===== config.mk =====
export PLATFORM = sky130hd
export DESIGN_NAME = hazard_ctrl_flat
export DESIGN_NICKNAME = d
export VERILOG_FILES = /design/src/rtl/hazard_ctrl_if.sv /design/src/rtl/hazard_ctrl.sv /design/src/flat_wrapper.sv
export SDC_FILE = /design/constraint.sdc
export NUM_CORES = 1
export LEC_CHECK = 0
export ABC_AREA = 0
export CORE_ASPECT_RATIO = 2
export CORE_MARGIN = 2
export CORE_UTILIZATION = 41
export CTS_CLUSTER_SIZE = 12
export DETAILED_ROUTE_END_ITERATION = 10
export PLACE_DENSITY = 0.82
export SLEW_MARGIN = 20
export SYNTH_ARGS = -nofsm -noshare
export SYNTH_HDL_FRONTEND = slang
export SYNTH_SLANG_ARGS = --single-unit

===== constraint.sdc =====
create_clock -name clk -period 2.3 [get_ports clk]
set_clock_uncertainty 0.1 [all_clocks]
set_input_delay 0.575 -clock clk [delete_from_list [all_inputs] [get_ports clk]]
set_output_delay 0.575 -clock clk [all_outputs]
set_load 0.02 [all_outputs]

===== src/rtl/hazard_ctrl_if.sv =====
// Pipeline hazard bus: register addresses and enables from the pipeline,
// forwarding/stall/flush controls and event counters back to it.
interface hazard_ctrl_if #(
  parameter int CNT_W = 16
);
  logic [4:0]       Rs1D, Rs2D;
  logic [4:0]       Rs1E, Rs2E, RdE;
  logic [4:0]       RdM, RdW;
  logic             RegWriteM, RegWriteW;
  logic             LoadE;
  logic             PCSrcE;
  logic             halt_req;
  logic             cnt_clr;
  logic [1:0]       ForwardAE, ForwardBE;
  logic             StallF, StallD, FlushD, FlushE;
  logic             halt_ack;
  logic [CNT_W-1:0] stall_cnt, flush_cnt;

  modport master (
    output Rs1D, Rs2D, Rs1E, Rs2E, RdE, RdM, RdW,
    output RegWriteM, RegWriteW, LoadE, PCSrcE, halt_req, cnt_clr,
    input  ForwardAE, ForwardBE, StallF, StallD, FlushD, FlushE,
    input  halt_ack, stall_cnt, flush_cnt
  );

  modport slave (
    input  Rs1D, Rs2D, Rs1E, Rs2E, RdE, RdM, RdW,
    input  RegWriteM, RegWriteW, LoadE, PCSrcE, halt_req, cnt_clr,
    output ForwardAE, ForwardBE, StallF, StallD, FlushD, FlushE,
    output halt_ack, stall_cnt, flush_cnt
  );
endinterface


===== src/rtl/hazard_ctrl.sv =====
// Five-stage pipeline hazard unit: operand forwarding, load-use stall,
// branch flush, debug halt FSM and saturating stall/flush event counters.
module hazard_ctrl #(
  parameter int CNT_W = 16
) (
  input  logic         clk,
  input  logic         rst,
  hazard_ctrl_if.slave bus
);

  typedef enum logic [0:0] {
    RUN  = 1'b0,
    HALT = 1'b1
  } state_t;

  localparam logic [CNT_W-1:0] CNT_MAX = {CNT_W{1'b1}};
  localparam logic [CNT_W-1:0] CNT_ONE = CNT_W'(1);

  state_t           state_q, state_d;
  logic [CNT_W-1:0] stall_cnt_q, stall_cnt_d;
  logic [CNT_W-1:0] flush_cnt_q, flush_cnt_d;
  logic             lw_stall_s;
  logic [1:0]       fwd_a_s, fwd_b_s;
  logic             stall_f_s, stall_d_s, flush_d_s, flush_e_s;

  // Memory stage wins over Writeback since it holds the younger result.
  function automatic logic [1:0] fwd_sel(
    input logic [4:0] rs,
    input logic [4:0] rd_m,
    input logic       we_m,
    input logic [4:0] rd_w,
    input logic       we_w
  );
    if (we_m && (rd_m != 5'd0) && (rd_m == rs)) begin
      return 2'b10;
    end else if (we_w && (rd_w != 5'd0) && (rd_w == rs)) begin
      return 2'b01;
    end else begin
      return 2'b00;
    end
  endfunction

  // Forwarding selects and load-use detection
  always_comb begin
    fwd_a_s    = fwd_sel(bus.Rs1E, bus.RdM, bus.RegWriteM, bus.RdW, bus.RegWriteW);
    fwd_b_s    = fwd_sel(bus.Rs2E, bus.RdM, bus.RegWriteM, bus.RdW, bus.RegWriteW);
    lw_stall_s = bus.LoadE && (bus.RdE != 5'd0) &&
                 ((bus.RdE == bus.Rs1D) || (bus.RdE == bus.Rs2D));
  end

  // FSM next state and pipeline control outputs
  always_comb begin
    state_d   = state_q;
    stall_f_s = 1'b0;
    stall_d_s = 1'b0;
    flush_d_s = 1'b0;
    flush_e_s = 1'b0;
    case (state_q)
      RUN: begin
        stall_f_s = lw_stall_s;
        stall_d_s = lw_stall_s;
        flush_d_s = bus.PCSrcE;
        flush_e_s = lw_stall_s || bus.PCSrcE;
        // Only halt on a clean boundary: no pending load-use or redirect.
        if (bus.halt_req && !lw_stall_s && !bus.PCSrcE) begin
          state_d = HALT;
        end else begin
          state_d = RUN;
        end
      end
      HALT: begin
        stall_f_s = 1'b1;
        stall_d_s = 1'b1;
        flush_d_s = 1'b0;
        flush_e_s = 1'b1;
        if (!bus.halt_req) begin
          state_d = RUN;
        end else begin
          state_d = HALT;
        end
      end
      default: begin
        state_d = RUN;
      end
    endcase
  end

  // Event counter next values; clear overrides increment, no wrap.
  always_comb begin
    stall_cnt_d = stall_cnt_q;
    flush_cnt_d = flush_cnt_q;
    if (bus.cnt_clr) begin
      stall_cnt_d = '0;
      flush_cnt_d = '0;
    end else begin
      if ((state_q == RUN) && lw_stall_s && (stall_cnt_q != CNT_MAX)) begin
        stall_cnt_d = stall_cnt_q + CNT_ONE;
      end else begin
        stall_cnt_d = stall_cnt_q;
      end
      if ((state_q == RUN) && bus.PCSrcE && (flush_cnt_q != CNT_MAX)) begin
        flush_cnt_d = flush_cnt_q + CNT_ONE;
      end else begin
        flush_cnt_d = flush_cnt_q;
      end
    end
  end

  // State and counter registers
  always_ff @(posedge clk or negedge rst) begin
    if (!rst) begin
      state_q     <= RUN;
      stall_cnt_q <= '0;
      flush_cnt_q <= '0;
    end else begin
      state_q     <= state_d;
      stall_cnt_q <= stall_cnt_d;
      flush_cnt_q <= flush_cnt_d;
    end
  end

  assign bus.ForwardAE = fwd_a_s;
  assign bus.ForwardBE = fwd_b_s;
  assign bus.StallF    = stall_f_s;
  assign bus.StallD    = stall_d_s;
  assign bus.FlushD    = flush_d_s;
  assign bus.FlushE    = flush_e_s;
  assign bus.halt_ack  = (state_q == HALT);
  assign bus.stall_cnt = stall_cnt_q;
  assign bus.flush_cnt = flush_cnt_q;

endmodule

===== src/flat_wrapper.sv =====
// flat-port wrapper written by rule: the top's interface ports become plain ports
module hazard_ctrl_flat 
#(
  parameter int CNT_W = 16
)
  (clk, rst, bus_Rs1D, bus_Rs2D, bus_Rs1E, bus_Rs2E, bus_RdE, bus_RdM, bus_RdW, bus_RegWriteM, bus_RegWriteW, bus_LoadE, bus_PCSrcE, bus_halt_req, bus_cnt_clr, bus_ForwardAE, bus_ForwardBE, bus_StallF, bus_StallD, bus_FlushD, bus_FlushE, bus_halt_ack, bus_stall_cnt, bus_flush_cnt);
  hazard_ctrl_if #(.CNT_W(CNT_W)) bus_i ();
  input  logic clk;
  input  logic rst;
  input wire logic [$bits(bus_i.Rs1D)-1:0] bus_Rs1D;
  input wire logic [$bits(bus_i.Rs2D)-1:0] bus_Rs2D;
  input wire logic [$bits(bus_i.Rs1E)-1:0] bus_Rs1E;
  input wire logic [$bits(bus_i.Rs2E)-1:0] bus_Rs2E;
  input wire logic [$bits(bus_i.RdE)-1:0] bus_RdE;
  input wire logic [$bits(bus_i.RdM)-1:0] bus_RdM;
  input wire logic [$bits(bus_i.RdW)-1:0] bus_RdW;
  input wire logic [$bits(bus_i.RegWriteM)-1:0] bus_RegWriteM;
  input wire logic [$bits(bus_i.RegWriteW)-1:0] bus_RegWriteW;
  input wire logic [$bits(bus_i.LoadE)-1:0] bus_LoadE;
  input wire logic [$bits(bus_i.PCSrcE)-1:0] bus_PCSrcE;
  input wire logic [$bits(bus_i.halt_req)-1:0] bus_halt_req;
  input wire logic [$bits(bus_i.cnt_clr)-1:0] bus_cnt_clr;
  output wire logic [$bits(bus_i.ForwardAE)-1:0] bus_ForwardAE;
  output wire logic [$bits(bus_i.ForwardBE)-1:0] bus_ForwardBE;
  output wire logic [$bits(bus_i.StallF)-1:0] bus_StallF;
  output wire logic [$bits(bus_i.StallD)-1:0] bus_StallD;
  output wire logic [$bits(bus_i.FlushD)-1:0] bus_FlushD;
  output wire logic [$bits(bus_i.FlushE)-1:0] bus_FlushE;
  output wire logic [$bits(bus_i.halt_ack)-1:0] bus_halt_ack;
  output wire logic [$bits(bus_i.stall_cnt)-1:0] bus_stall_cnt;
  output wire logic [$bits(bus_i.flush_cnt)-1:0] bus_flush_cnt;
  assign bus_i.Rs1D = bus_Rs1D;
  assign bus_i.Rs2D = bus_Rs2D;
  assign bus_i.Rs1E = bus_Rs1E;
  assign bus_i.Rs2E = bus_Rs2E;
  assign bus_i.RdE = bus_RdE;
  assign bus_i.RdM = bus_RdM;
  assign bus_i.RdW = bus_RdW;
  assign bus_i.RegWriteM = bus_RegWriteM;
  assign bus_i.RegWriteW = bus_RegWriteW;
  assign bus_i.LoadE = bus_LoadE;
  assign bus_i.PCSrcE = bus_PCSrcE;
  assign bus_i.halt_req = bus_halt_req;
  assign bus_i.cnt_clr = bus_cnt_clr;
  assign bus_ForwardAE = bus_i.ForwardAE;
  assign bus_ForwardBE = bus_i.ForwardBE;
  assign bus_StallF = bus_i.StallF;
  assign bus_StallD = bus_i.StallD;
  assign bus_FlushD = bus_i.FlushD;
  assign bus_FlushE = bus_i.FlushE;
  assign bus_halt_ack = bus_i.halt_ack;
  assign bus_stall_cnt = bus_i.stall_cnt;
  assign bus_flush_cnt = bus_i.flush_cnt;
  hazard_ctrl #(.CNT_W(CNT_W)) u_core (.clk(clk), .rst(rst), .bus(bus_i));
endmodule

Word-level counts from Yosys, hierarchy flattened

Cells that the tools add are included.

Register bits after elaboration: 33
Logic and storage cells: 51

Reductions and logical operators: 23
Bitwise logic cells: 1
Muxes and demuxes: 14
Add/sub/neg operators: 2
Eq/ne operators: 8

Operators by type and width:

| operator                                       | count |
|---|---|
| 2-to-1 mux 16 bit                              | 4 |
| adder 16 x 1 -> 16 bit (second input constant) | 2 |
| inequality test 16 bit (second input constant) | 2 |
| equality test 5 bit                            | 6 |
| nonzero test 5 bit                             | 3 |
| logical AND 1 bit                              | 14 |
| one-hot mux 1 bit (2 select lines)             | 4 |
| 2-to-1 mux 1 bit                               | 4 |
| 2-to-1 mux 2 bit                               | 2 |
| nonzero test 2 bit                             | 2 |
| logical NOT 1 bit                              | 2 |
| logical OR 1 bit                               | 2 |
| inverter 1 bit                                 | 1 |

Longest topological paths before layout

Depth in word-level cells: 8
Depth in mapped cells: 7
Mapped depth without buffers: 6

Worst setup path before layout

No wires, ideal clock.

Path type: input to output
Start: input port bus_RdM[4]
End: output port bus_ForwardAE[0]
Arrival time: 2.192 ns
Path buffers: 0
Setup slack: -0.567 ns
Stages: 4
Required time: 1.625 ns
Cells stage by stage: or4_1 > o21ai_0 > nor4_1 > nor4_1

Longest elaborated chain between the ends: 4
Elaborated cells on any way between the ends: 5

Ends and longest elaborated chain:

| element             | RTL line           | source |
|---|---|---|
| start: declaration  | flat_wrapper.sv:15 | `input wire logic [$bits(bus_i.RdM)-1:0] bus_RdM;` |
| nonzero test 5 bit  | hazard_ctrl.sv:34  | `if (we_m && (rd_m != 5'd0) && (rd_m == rs)) begin` |
| logical AND 1 bit   | hazard_ctrl.sv:34  |  |
| logical AND 1 bit * | hazard_ctrl.sv:34  |  |
| 2-to-1 mux 2 bit *  | hazard_ctrl.sv:34  |  |
| end: declaration    | flat_wrapper.sv:23 | `output wire logic [$bits(bus_i.ForwardAE)-1:0] bus_ForwardAE;` |

Every way passes the cells marked *; elsewhere a longest branch is shown, timed or not.

Worst setup path in the final report

Start: input port bus_Rs1E[4]
End: output port bus_ForwardAE[0]

Longest elaborated chain between the ends: 4
Elaborated cells on any way between the ends: 6

Ends and longest elaborated chain:

| element             | RTL line           | source |
|---|---|---|
| start: declaration  | flat_wrapper.sv:12 | `input wire logic [$bits(bus_i.Rs1E)-1:0] bus_Rs1E;` |
| equality test 5 bit | hazard_ctrl.sv:36  | `end else if (we_w && (rd_w != 5'd0) && (rd_w == rs)) begin` |
| logical AND 1 bit   | hazard_ctrl.sv:36  |  |
| 2-to-1 mux 1 bit    | hazard_ctrl.sv:36  |  |
| 2-to-1 mux 2 bit *  | hazard_ctrl.sv:34  |  |

Marked as above.

==> impl_results.md <==
* Hold Slack at around 0.47 ns
* Cell taking the most area after synthesis: dfrtp_1
* Startpoint Class: input port
* Fill count at a little under 400
* Max Freq at 382.3 MHz
* Adder-Cell Fraction of Synth Area at 1.100%
* Antenna Nets Post-Route at 0
* Yosys warnings at 0
* Top FF cell, synth: dfrtp_1
* Leak Pwr at 0.001635 µW
* Initial DRC count at a little over 70
* IO buf count at 83
* Die area at roughly 6200 µm²
* Most frequent cells in the layout: 45 x buf_4, 39 x clkdlybuf4s50_1, 33 x dfrtp_1
* WS Path Type: input port to output pin
* Cell count after synthesis at 256
* Setup violations, final at 8
* Share of layout cells above drive strength 1 at approximately 35%
* Placeable Area at 5373 µm²
* Finished layout cell area at 3902 µm²
* Peak VDD IR at 0.4667 mV
* Mean Syn Cell Area at 8.890 µm²
* Final Non-Filler Cells at 451
* Total length of routed wires at 8.109 mm
* # rows at 38
* Initial Util at a little over two fifths
* Crit path max fanout at 2
* Number of synthesized flops with an enable pin at 0
* Routed wire per std cell at 17.98 µm
* Placed cell areas at ~3500 µm²
* Ant. Diodes at 0
* GRT Overall Usage at approximately 25%
* Die X at 56.69 µm
* Async SR Flop Fraction at 100.0%
* RD Place Congestion at 0.9291
* Hold Crit Class: flop to flop
* Num CTS Buffers at 5
* Crit. Startpoint: bus_Rs1E[4]
* Xor/xnor share of the synthesized area at 15.01%
* CTS H-tree depth at 2
* Worst-Skew Late Latency at 0.29 ns
* Post-detail-place hpwl at 5.600 mm
* GRT met3 Usage at 4.588%
* Number of global-route vias before repair at 2656
* Gr busiest metal: met2
* PnR worst setup slack at -0.3156 ns
* Final Max Slew Viols at 0
* CTS clk-pin slew, worst paths at 0.06 ns
* Worst path arrival time at 1.94 ns
* Met1 GRT Util at 24.51%
* Worst slew pin tran at 0.4330 ns
* Reg2Reg Launch Point: u_core.bus.halt_ack
* Global-route wire length before repair at 12.36 mm
* Largest net degree at the start of global routing at 40
* Max-cap violation count at 0
* Mapped Area at 2276 µm²
* Largest family of logic cells by synthesized area: simple AND/OR/NAND/NOR gates
* Hold buffer count at CTS at 0
* # nets final at roughly 440
* Pre-CTS setup slack at -1.225 ns
* Overall Power at 1386 µW
* CTS Sinks at 33
* Synth top area cells: dfrtp_1 36%, xor2_1 9.6%, xnor2_1 5.4%
* Synth Area in Simple Gates at 28.31%
* Synthesis-stage register bit count at 33
* Synth top area share at 36.28%
* Vias at between 2000 and 3000
* Vias/cell at 5.687
* Chip height at approximately 110 µm
* Inst Count DP at 433
* Remaining global-route overflow at 0
* Sequential share of the synthesized area at around 36%
* Area Growth Syn to Fin at 71.47%
* Tcrit/Tclk final at 113.7%
* Cell variety after synth at 40
* Hold_sp: u_core.bus.flush_cnt[13]
* Failing checks: setup timing
* First-pass DRT Iterations at 4
* Multiplexer area fraction after synthesis at 3.903%
* Most common cell after layout, fill and taps aside: buf_4
* RSZ-0062 raised after global routing: yes
* Status: finished with violations
* Slew headroom at 70.83%
* Clock period minus final worst setup slack at 2.616 ns
* Worst EP required at between 1.5 and 2 ns
* PD cells at 355.1 nW/µm²
* Compound-Gate Fraction of Synth Area at ~13%
* Final hold viol count at 0
* CTS tree: built
* Clock Root Buffer: clkbuf_8
* CTS Buffer Depth at 2
* DRC violations left at 0
* Critical Path End Type: output pin
* I/O pin count at 84
* Mapped Nets at 301
* Met2 Usage GRT at between 50% and 60%
* Initial antenna violation count at 0
[cell type report]
type	instances	area, µm²	area share [%]
well taps	60	75.07	1.924
multi-input cells	209	1698	43.51
flip-flops and latches	33	825.8	21.16
clock buffers	5	68.82	1.763
clock inverters	1	5.005	0.1282
inverters	7	26.28	0.6733
repair buffers	136	1204	30.84
[routing by layer]
| layer | wire, µm | share of wire, % | up-vias |
|---|---|---|---|
| met2 | 4770 | 59 | 92 |
| met5 | 0 | 0 | - |
| met3 | 506 | 6.2 | 20 |
| met1 | 2598 | 32 | 1239 |
| li1 | - | - | 1214 |
| met4 | 234 | 2.9 | 0 |
[through the flow]
step	util (%)	setup TNS [ns]
2_1_floorplan	-	-0.2337
3_3_place_gp	66.02	-17.35
3_5_place_dp	66.02	-18.14
4_1_cts	70.45	-1.407
5_1_grt	72.64	-1.804
6_report	72.64	-1.428
[cell usage after synthesis, drive strengths merged, types with 3 or more instances]
library cell   n
dfrtp         33
xor2          25
nor2          21
nand3         17
o21ai         14
xnor2         14
a21oi         13
nand2         11
nand4         11
nor4           9
or4            9
inv            7
mux2           7
nor2b          6
or3            6
and4           5
nor3           5
and2           4
buf            4
clkbuf         4
o41ai          4
or2            4
o31ai          3
[worst max-delay path, stage by stage]
cell             delay (ns)
clkdlybuf4s15_1        0.21
xor2_1                 0.18
or4_4                  0.53
nor4_4                 0.27
buf_4                  0.17
[worst paths after layout]
check,to,slack [ns],cells past startpoint
max in group asynchronous,u_core.bus.flush_cnt[0],1.19,2
hold / removal,u_core.bus.flush_cnt[13],0.47,2
setup reg to reg,u_core.bus.stall_cnt[10],0.18,5
setup / recovery,bus_ForwardAE[0],-0.32,5
hold reg to reg,u_core.bus.flush_cnt[13],0.47,2
min in group asynchronous,u_core.bus.stall_cnt[5],0.59,2
[logic make-up after synthesis]
kind of cell	count (synthesis)
compound gates	44
xor+xnor	39
fa+ha+maj	2
buf+inv	15
flops	33
mux	8
simple gates	115
[flip-flops by register name, summed over array words and instances, names as in the netlist]
signal / flops
u_core.bus.stall_cnt: 16
u_core.bus.halt_ack: 1
u_core.bus.flush_cnt: 16
[power breakdown]
group | switching, µW | total, µW | internal, µW
clock network | 208 | 407 | 199
registers | 8.21 | 594 | 585
logic | 185 | 385 | 200
total | 402 | 1390 | 984
[repair_timing]
| item | CTS | global route |
|---|---|---|
| pin swaps | 32 | 21 |
| resized for setup | 165 | 32 |
| gates cloned | 0 | 1 |
| buffers inserted | 8 | 4 |
| endpoints found under the setup margin | 24 | 16 |
No activity file was read; power rests on OpenSTA's default activity.
